==> config.mk <==
export PLATFORM = sky130hd
export DESIGN_NAME = spi_embed_loader
export DESIGN_NICKNAME = d
export VERILOG_FILES = /design/src/rtl/spi_embed_loader.sv
export SDC_FILE = /design/constraint.sdc
export NUM_CORES = 1
export LEC_CHECK = 0
export CAP_MARGIN = 20
export CORE_AREA = 2 2 66 130
export CTS_CLUSTER_DIAMETER = 200
export DETAILED_ROUTE_END_ITERATION = 10
export DIE_AREA = 0 0 68 132
export HOLD_SLACK_MARGIN = 0.12
export PLACE_DENSITY = 0.84
export RECOVER_POWER = 25
export SLEW_MARGIN = 20
export SYNTH_ARGS = -nofsm -noshare
export SYNTH_HDL_FRONTEND = slang
export SYNTH_SLANG_ARGS = --single-unit
export TNS_END_PERCENT = 5
==> constraint.sdc <==
create_clock -name i_clk -period 2.3 [get_ports i_clk]
set_clock_uncertainty 0.1 [all_clocks]
set_input_delay 0.345 -clock i_clk [delete_from_list [all_inputs] [get_ports i_clk]]
set_output_delay 0.345 -clock i_clk [all_outputs]
set_load 0.02 [all_outputs]
==> src/rtl/spi_embed_loader.sv <==
// spi_embed_loader: SPI-slave frame decoder that issues single bus writes/reads.
// Ports: i_clk/i_rst_n; i_spi_clk/i_spi_mosi async pads, o_spi_miso busy/read data;
//   o_bus_req/we/addr/data request held until i_bus_ack; i_bus_data read data.
module spi_embed_loader #(
   parameter int AW   = 24,
   parameter int DW   = 16,
   parameter int SYNC = 2
) (
   input  logic          i_clk,
   input  logic          i_rst_n,
   input  logic          i_spi_clk,
   input  logic          i_spi_mosi,
   output logic          o_spi_miso,
   output logic          o_bus_req,
   output logic          o_bus_we,
   output logic [AW-1:0] o_bus_addr,
   output logic [DW-1:0] o_bus_data,
   input  logic          i_bus_ack,
   input  logic [DW-1:0] i_bus_data
);
   localparam int MW = (AW > DW) ? AW : DW;
   localparam int CW = $clog2(MW + 1);

   typedef enum logic [2:0] {
      IDLE, ADDR, WE, DATA, BUS, DONE, RDOUT
   } state_t;

   state_t          state;
   logic [SYNC-1:0] clk_sync;
   logic [SYNC-1:0] mosi_sync;
   logic            clk_prev;
   logic            rise;
   logic            bit_in;
   logic [CW-1:0]   cnt;
   logic [AW-1:0]   addr_sr;
   logic [DW-1:0]   rd_sr;

   // Sync flops reset to the idle-high level so releasing reset
   // with spi_clk high never looks like a rising edge.
   always_ff @(posedge i_clk or negedge i_rst_n) begin
      if (!i_rst_n) begin
         clk_sync  <= '1;
         mosi_sync <= '1;
         clk_prev  <= 1'b1;
      end else begin
         clk_sync  <= {clk_sync[SYNC-2:0], i_spi_clk};
         mosi_sync <= {mosi_sync[SYNC-2:0], i_spi_mosi};
         clk_prev  <= clk_sync[SYNC-1];
      end
   end

   assign rise   = clk_sync[SYNC-1] & ~clk_prev;
   assign bit_in = mosi_sync[SYNC-1];

   always_ff @(posedge i_clk or negedge i_rst_n) begin
      if (!i_rst_n) begin
         state      <= IDLE;
         cnt        <= '0;
         addr_sr    <= '0;
         rd_sr      <= '0;
         o_spi_miso <= 1'b0;
         o_bus_req  <= 1'b0;
         o_bus_we   <= 1'b0;
         o_bus_addr <= '0;
         o_bus_data <= '0;
      end else begin
         unique case (state)
            IDLE: if (rise && !bit_in) begin
               state      <= ADDR;
               cnt        <= '0;
               o_spi_miso <= 1'b1;
            end
            ADDR: if (rise) begin
               addr_sr <= {bit_in, addr_sr[AW-1:1]};
               if (cnt == CW'(AW - 1)) state <= WE;
               else                    cnt   <= cnt + 1'b1;
            end
            WE: if (rise) begin
               o_bus_we   <= bit_in;
               o_bus_addr <= addr_sr;
               cnt        <= '0;
               if (bit_in) begin
                  state <= DATA;
               end else begin
                  state     <= BUS;
                  o_bus_req <= 1'b1;
               end
            end
            // Data shifts straight into the bus register; it only
            // has to hold still once the request is raised.
            DATA: if (rise) begin
               o_bus_data <= {bit_in, o_bus_data[DW-1:1]};
               if (cnt == CW'(DW - 1)) begin
                  state     <= BUS;
                  o_bus_req <= 1'b1;
               end else begin
                  cnt <= cnt + 1'b1;
               end
            end
            // SPI edges are deliberately not looked at here.
            BUS: if (i_bus_ack) begin
               o_bus_req  <= 1'b0;
               o_spi_miso <= 1'b0;
               rd_sr      <= i_bus_data;
               state      <= DONE;
            end
            // Write: this edge is the end bit. Read: it presents bit0.
            DONE: if (rise) begin
               if (o_bus_we) begin
                  state <= IDLE;
               end else begin
                  o_spi_miso <= rd_sr[0];
                  rd_sr      <= rd_sr >> 1;
                  cnt        <= '0;
                  state      <= RDOUT;
               end
            end
            // DW more edges: the first DW-1 present bits 1..DW-1,
            // the last returns miso to idle.
            RDOUT: if (rise) begin
               if (cnt == CW'(DW - 1)) begin
                  state      <= IDLE;
                  o_spi_miso <= 1'b0;
               end else begin
                  o_spi_miso <= rd_sr[0];
                  rd_sr      <= rd_sr >> 1;
                  cnt        <= cnt + 1'b1;
               end
            end
            default: state <= IDLE;
         endcase
      end
   end
endmodule

## Word level (Yosys, flattened, before mapping)

Index checks and enable logic that the tools add are counted.
W data, S select, Z words.

| word-level totals | value |
|---|---|
| bits in registers | 96 |
| input port bits | 21 |
| output and inout bits | 43 |
| word-level logic and storage cells | 95 |

| operators by class | value |
|---|---|
| add/sub/neg operators | 1 |
| equal/unequal tests | 24 |
| muxes and demuxes | 40 |
| bitwise logic cells | 2 |
| reductions and logical operators | 16 |

Operator list:

| operator | count |
|---|---|
| $mux W16 | 5 |
| $pmux W16 S3 | 1 |
| $mux W5 | 8 |
| $mux W3 | 12 |
| $ne A2 B2 Y1 const B | 15 |
| $pmux W5 S5 | 1 |
| $pmux W3 S7 | 1 |
| $reduce_and A6 Y1 | 3 |
| $mux W1 | 10 |
| $reduce_and A10 Y1 | 1 |
| $eq A3 B3 Y1 const B | 3 |
| $reduce_and A9 Y1 | 1 |
| $eq A3 B2 Y1 const B | 2 |
| $reduce_and A2 Y1 | 3 |
| $reduce_bool A3 Y1 | 2 |
| $add A5 B1 Y5 const B | 1 |
| $eq A5 B4 Y1 const B | 1 |
| $eq A5 B5 Y1 const B | 1 |
| $reduce_bool A5 Y1 | 1 |
| $pmux W1 S4 | 1 |
| $reduce_bool A4 Y1 | 1 |
| $eq A3 B1 Y1 const B | 1 |
| $logic_not A3 Y1 | 1 |
| $pmux W1 S3 | 1 |
| 6 further kinds | 6 |

## Depth between registers and ports, before layout

Gate-level depths: netlist of the first run.

| depth | value |
|---|---|
| word-level depth | 5 |
| mapped depth | 9 |
| depth with buffers taken out | 8 |

## Worst setup path before layout of the first run

OpenSTA, ideal clock, no wires.

| timing | value |
|---|---|
| path type | reg2reg |
| start | reg cnt[0] |
| end | reg cnt[0] |
| library setup time | 0.125 ns |
| data arrival time | 1.932 ns |
| data required time | 2.075 ns |
| slack | 0.143 ns |
| cell stages (with the launch flop) | 7 |
| buffers on the path | 0 |
| clock period less this slack | 2.157 ns |
| path through | dfrtp_1 > ha_1 > and3_1 > ha_1 > o221a_1 > nor4_4 > mux2_4 |

| on the way | value |
|---|---|
| longest elaborated chain between the ends | 4 |
| elaborated cells between the ends (all ways) | 11 |
| classes of those cells | 1 x add/sub; 4 x eq/ne; 5 x mux; 1 x reduce/logical |

Ends and longest elaborated chain:

| what | line | RTL |
|---|---|---|
| from (decl) | 34 | `logic [CW-1:0] cnt;` |
| from (signal assigned) | 76 | `else cnt <= cnt + 1'b1;` |
| from (signal assigned) | 97 | `cnt <= cnt + 1'b1;` |
| from (signal assigned) | 127 | `cnt <= cnt + 1'b1;` |
| $add A5 B1 Y5 | 76, 97, 127 |  |
| $mux W5, on equally long branches | 93, 121, 75 |  |
| $mux W5, on equally long branches | 91, 73 |  |
| $pmux W5 S5 | 67 | `unique case (state)` |

Several ways; a longest one is shown, not always the timed one. The select of a mux whose other input is x is not followed.
A chain may end at the register's enable or synchronous reset.

## Worst setup path in the final report of the first run

Ends and elaborated chain as after synthesis.

==> reports/metrics.cfg, run 1 <==
[outcome]
outcome=completed

[routing]
antenna_left=0
drt_iter0_drc=192
drt-wirelength-per-cell_um=15.88
wirelength_mm=7.687
drt-pass1-iter-count=4
drc_errors=0
via_count=2587
avgViaCountPerCell=5.345

[synthesis]
netlist_area_um2=4134
ys_ff_latch=96
synth_top_area_frac=0.5508
yosysSeqAreaShare=0.5826
synthTopCellsByArea=dfrtp_1 (55%), mux2_2 (13%), mux2_1 (5.7%), mux2i_1 (3.6%), dfstp_2 (3.2%)
yosys.area.top_type=dfrtp_1
syn_inst=312
avgSynthCellArea_um2=13.25
syn-num-nets=335
yosysWarnings=0
ys_types=44

[timing]
fin_crit_sh=0.9682
hold_viol=0
timing.final.max_slew_violations=0
period_minus_slack_ns=2.227
max_slew_margin=0.3118
rsz0062_at_grt=yes
fin_tns_setup_ns=0
layout_setup_ws_ns=0.07324
report.final.setup_viol=0
clock.fmax_mhz=449.1
tightestPinTransition_ns=1.032

[final_layout]
syn2layout_area_growth_pct=26.27
n_fill_cell=589
fin_area_um2=5220
seqCellArea_um2=2409
layout-drive-gt1-share=0.2294
fin_nets=406
finalNonFillerCells=484
diodes=0
multi_input_area_um2=1579

[clocking]
cts_post_setup_buffers_inserted=0
clock_latency_ns=0.33
clockRootBuffer=clkbuf_16
cts_tree=yes
clock_path_buffers=2
cts_max_level=3
cts_buffers=9
numClockSinks=96
cts.clk_slew.worst_paths_ns=0.06

[power_and_ir_drop]
pwr_density_cell_nw_per_um2=1045
p_leak_nw=2.477
vdd_drop_max_uv=713.9
fin_total_pwr_mw=5.456

[setup_path]
cp_num_buf_inv=1
cp_cell_sequence=ha_1, and3_1, ha_1, o221a_1, nor4_4, buf_6, mux2_4
worstPathArrival_ns=2.35
cpMostUsedCell=ha_1
path_class=register to register
slowest_delay_ns=0.41
critPathRequiredTime_ns=2.42
end_kind=register
path_max_fanout=8
path_delay_family=adder cells
startpoint_type=register
slowest_stage=dfrtp_1

[placed_design]
gp_congestion=0.8546
dpl_cell_area_um2=4885
pre_cts_slack_ns=0.08631
placed_cells=467
hpwl_mm=5.630
portBuffers=63

[floorplanning]
dieArea_um2=8976
initial_core_util=0.5205
io-pin-count=64
row_count=46
core_um2=7943
die_w_um=68
die_height_um=132

[global_route]
grt_max_degree=43
grt_pass1_vias=2796
antenna_found_initial=0
overflow=0
grt_pass1_wl_mm=13.07
grt_use_total=0.1927

[hold_path]
worstHoldPathType=register to register

[job]
cap_violations=0

power by group:
group,internal [mW],total [mW],leakage [nW],switching [mW]
sequential,1.96,2.19,1.26,0.231
clock,1.01,1.61,0.165,0.598
combinational,0.810,1.66,1.05,0.852
logic make-up after synthesis:
logic type	share of synthesized area
compound gates	0.06084
mux	0.2225
simple gates	0.09171
buf+inv	0.03632
fa+ha+maj	0.006052
flops	0.5826
per-layer routing:
layer	track usage	wire length, µm
met5	0	0
met4	0.08111	141
met3	0.04526	209
met2	0.3441	4548
met1	0.2063	2788
through the flow:
step,hold slack [ns],util
6_report,0.2591,0.6572
5_1_grt,0.2599,0.6572
4_1_cts,0.2586,0.6580
3_5_place_dp,0.2507,0.6150
3_3_place_gp,0.2481,0.6150
2_1_floorplan,-0.05059,-
cells in the final DEF, fill, tap and decap left out, drive strengths merged, types with 2 or more instances in the layout:
master,synthesis,layout
nor4,2,2
nand2b,8,8
nand3,3,3
nor2b,6,6
buf,17,12
nor3,2,2
clkbuf,1,14
dfrtp,91,91
nor3b,2,2
o211ai,3,3
a21oi,21,21
o221a,2,2
mux2,68,68
clkdlybuf4s50,0,60
ha,2,2
or3,3,3
inv,5,5
nand2,8,8
o21ai,12,12
bufinv,0,2
mux2i,15,15
dfstp,5,5
dlygate4sd3,0,3
clkinv,0,3
nor2,22,22
nand3b,2,2
flip-flops by register name, indices dropped and copies added (netlist names):
signal,cells
clk_sync,2
o_bus_data,16
o_bus_we,1
state,3
addr_sr,24
rd_sr,16
cnt,5
o_bus_addr,24
clk_prev,1
o_bus_req,1
o_spi_miso,1
mosi_sync,2
path summary, 6_finish.rpt:
check | start | end | slack, ns | cells past startpoint
max in group asynchronous | i_rst_n | state[1] | 0.46 | 3
max reg2reg | cnt[0] | cnt[0] | 0.07 | 7
min in group asynchronous | i_rst_n | o_bus_data[14] | 0.62 | 2
min reg2reg | mosi_sync[0] | mosi_sync[1] | 0.26 | 0
max | cnt[0] | cnt[0] | 0.07 | 7
min | mosi_sync[0] | mosi_sync[1] | 0.26 | 0
cells in the mapped netlist, drive strengths merged:
cell and number:
and2 1, nor4bb 1, inv 5, nand4b 1
mux2 68, o32ai 1, dfrtp 91, dfstp 5
clkbuf 1, o221a 2, nor3 2, o211ai 3
nand3b 2, buf 17, and2b 1, a22o 1
a21boi 1, a21oi 21, nand3 3, and3 1
and4bb 1, nand2b 8, or2 1, nand2 8
nor2b 6, nor4 2, o21ai 12, nor2 22
or3 3, nor3b 2, ha 2, nor4b 1
mux2i 15, o31ai 1
final cells by class:
| class | count | area share |
|---|---|---|
| tap | 96 | 0.02301 |
| clock buffer | 11 | 0.04842 |
| timing repair buffer | 78 | 0.1460 |
| sequential | 96 | 0.4614 |
| inverter | 5 | 0.003595 |
| clock inverter | 5 | 0.01510 |
| multi-input combinational | 193 | 0.3025 |
what timing repair did:
| action | CTS | global route |
|---|---|---|
| hold buffers | 1 | 0 |
| setup endpoints to repair | 0 | 4 |
| gates resized for setup | 0 | 1 |
| endpoints found under the hold margin | 37 | 0 |
No activity file was read; power rests on OpenSTA's default activity.
==> inputs of run 2 (changes only) <==
- GPL_TIMING_DRIVEN: not set -> 0
==> run 2 against run 1 <==
  * Combinational power is 9% higher
  * Non-clock buffer count increased by 9
  * Clock power is 8% lower
  * Global-route usage rose by 0.61 points
  * Core utilization grew 0.25 points
  * Design area rose by 0.38%
  * Register-to-register slack hardly changed
  * Worst hold slack better by 0.0018 ns
  * Setup slack lost 0.0094 ns
  * Cell count increased by 1.9%
  * Maximum frequency fell by 0.42%
  * Sequential power shrank 3%
==> reports/metrics.cfg, run 2 (same netlist as run 1, synthesis figures left out) <==
[setup_path]
path_max_fanout=6
cp_cell_sequence=ha_2, and3_1, ha_1, o221a_1, nor4_4, buf_4, mux2i_1, o21ai_0
end_kind=register
critPathRequiredTime_ns=2.39
r2r_slack_ns=0.06
slowest_delay_ns=0.40
rr_worst_depth=8
cp_num_buf_inv=1
r2r-end=cnt[3]
path_delay_family=adder cells
startpoint_type=register
reg2reg_from=cnt[0]
worstPathArrival_ns=2.33
path_class=register to register
slowest_stage=dfrtp_1

[final_layout]
final_util=0.6597
fin_area_um2=5240
top_regs=addr_sr: 24 flops, o_bus_addr: 24 flops
final_cell_mix=dfrtp_1 (91), clkdlybuf4s50_1 (60), mux2_2 (46)
diodes=0
finalNonFillerCells=493
syn2layout_area_growth_pct=26.76
layout_commonest_cell=dfrtp_1
layout-drive-gt1-share=0.2469
n_fill_cell=579
fin_nets=415

[routing]
drt-wirelength-per-cell_um=16.65
drc_errors=0
drt_iter0_drc=208
via_count=2701
wirelength_mm=8.208
antenna_left=0
drt-pass1-iter-count=4
avgViaCountPerCell=5.479

[global_route]
grt_use_total=0.1989
grt_pass1_vias=2799
grt_pass1_wl_mm=13.32
overflow=0
grt_max_degree=80
antenna_found_initial=0

[floorplanning]
io-pin-count=64
die_w_um=68
row_count=46
initial_core_util=0.5205
dieArea_um2=8976
core_um2=7943
die_height_um=132

[clocking]
numClockSinks=96
clock_path_buffers=2
clockRootBuffer=clkbuf_16
cts.clk_slew.worst_paths_ns=0.06
clock_latency_ns=0.34
cts_buffers=9
cts_max_level=3
cts_tree=yes

[timing]
report.final.setup_viol=0
max_slew_margin=0.3541
clock.fmax_mhz=447.2
hold_viol=0
timing.final.max_slew_violations=0
tightestPinTransition_ns=0.9689
fin_crit_sh=0.9722
period_minus_slack_ns=2.236

[job]
cap_violations=0

[hold_path]
min_from=mosi_sync[0]
holdPathEnd=mosi_sync[1]
holdPathStages=0
worstHoldPathType=register to register

[placed_design]
portBuffers=63
placed_cells=472
hpwl_mm=5.733
dpl_cell_area_um2=4913
gp_congestion=0.8791

[power_and_ir_drop]
pwr_density_cell_nw_per_um2=1033
fin_total_pwr_mw=5.411
p_leak_nw=2.490
vdd_drop_max_uv=797.1

[outcome]
outcome=completed

run 2: report_power, final:
part / switching (mW) / leakage (nW) / internal, mW
sequential: 0.163 / 1.26 / 1.96
clock: 0.611 / 0.145 / 0.870
combinational: 0.963 / 1.08 / 0.845
total: 1.74 / 2.49 / 3.67
run 2: through the flow:
| stage | hold slack, ns | worst slack [ns] | setup TNS [ns] |
|---|---|---|---|
| 3_3_place_gp | 0.2463 | -2.520 | -236.04 |
| 6_report | 0.2609 | 0.06383 | 0 |
| 3_5_place_dp | 0.09387 | -0.06896 | -0.6615 |
| 2_1_floorplan | -0.05059 | 0.1430 | 0 |
| 4_1_cts | 0.2591 | -0.003886 | -0.003886 |
| 5_1_grt | 0.2651 | -0.04313 | -0.04313 |
run 2: how the worst max path moves through the flow:
stage | startpoint | to | slack [ns] | cells past startpoint
finish | cnt[0] | cnt[3] | 0.06 | 8
global route | cnt[0] | cnt[3] | -0.04 | 8
CTS | cnt[0] | cnt[0] | -0.004 | 6
detailed placement | cnt[0] | rd_sr[10] | -0.07 | 8
global placement | i_rst_n | rd_sr[3] | -2.52 | 1
floorplan | cnt[0] | cnt[0] | 0.14 | 6
run 2: per-layer routing:
| layer | GRT usage | up-vias | share of wire |
|---|---|---|---|
| met5 | 0 | - | 0 |
| met4 | 0.1078 | 0 | 0.042 |
| met3 | 0.04611 | 30 | 0.029 |
| met2 | 0.3420 | 70 | 0.57 |
| met1 | 0.2147 | 1339 | 0.36 |
| li1 | - | 1262 | - |
run 2: cell type report:
cell class	count	area, µm²	area share
multi-input cells	193	1585	0.3025
well taps	96	120.1	0.02292
repair buffers	69	675.6	0.1289
inverters	5	18.77	0.003582
clock inverters	5	56.30	0.01074
clock buffers	11	242.7	0.04632
plain buffers	18	132.6	0.02531
flip-flops and latches	96	2409	0.4596
run 2: what timing repair did:
item	CTS	global route
gates resized for setup	2	1
hold buffers	1	0
setup buffers	0	4
hold endpoints to repair	91	0
setup endpoints to repair	13	15
pin swaps	0	3
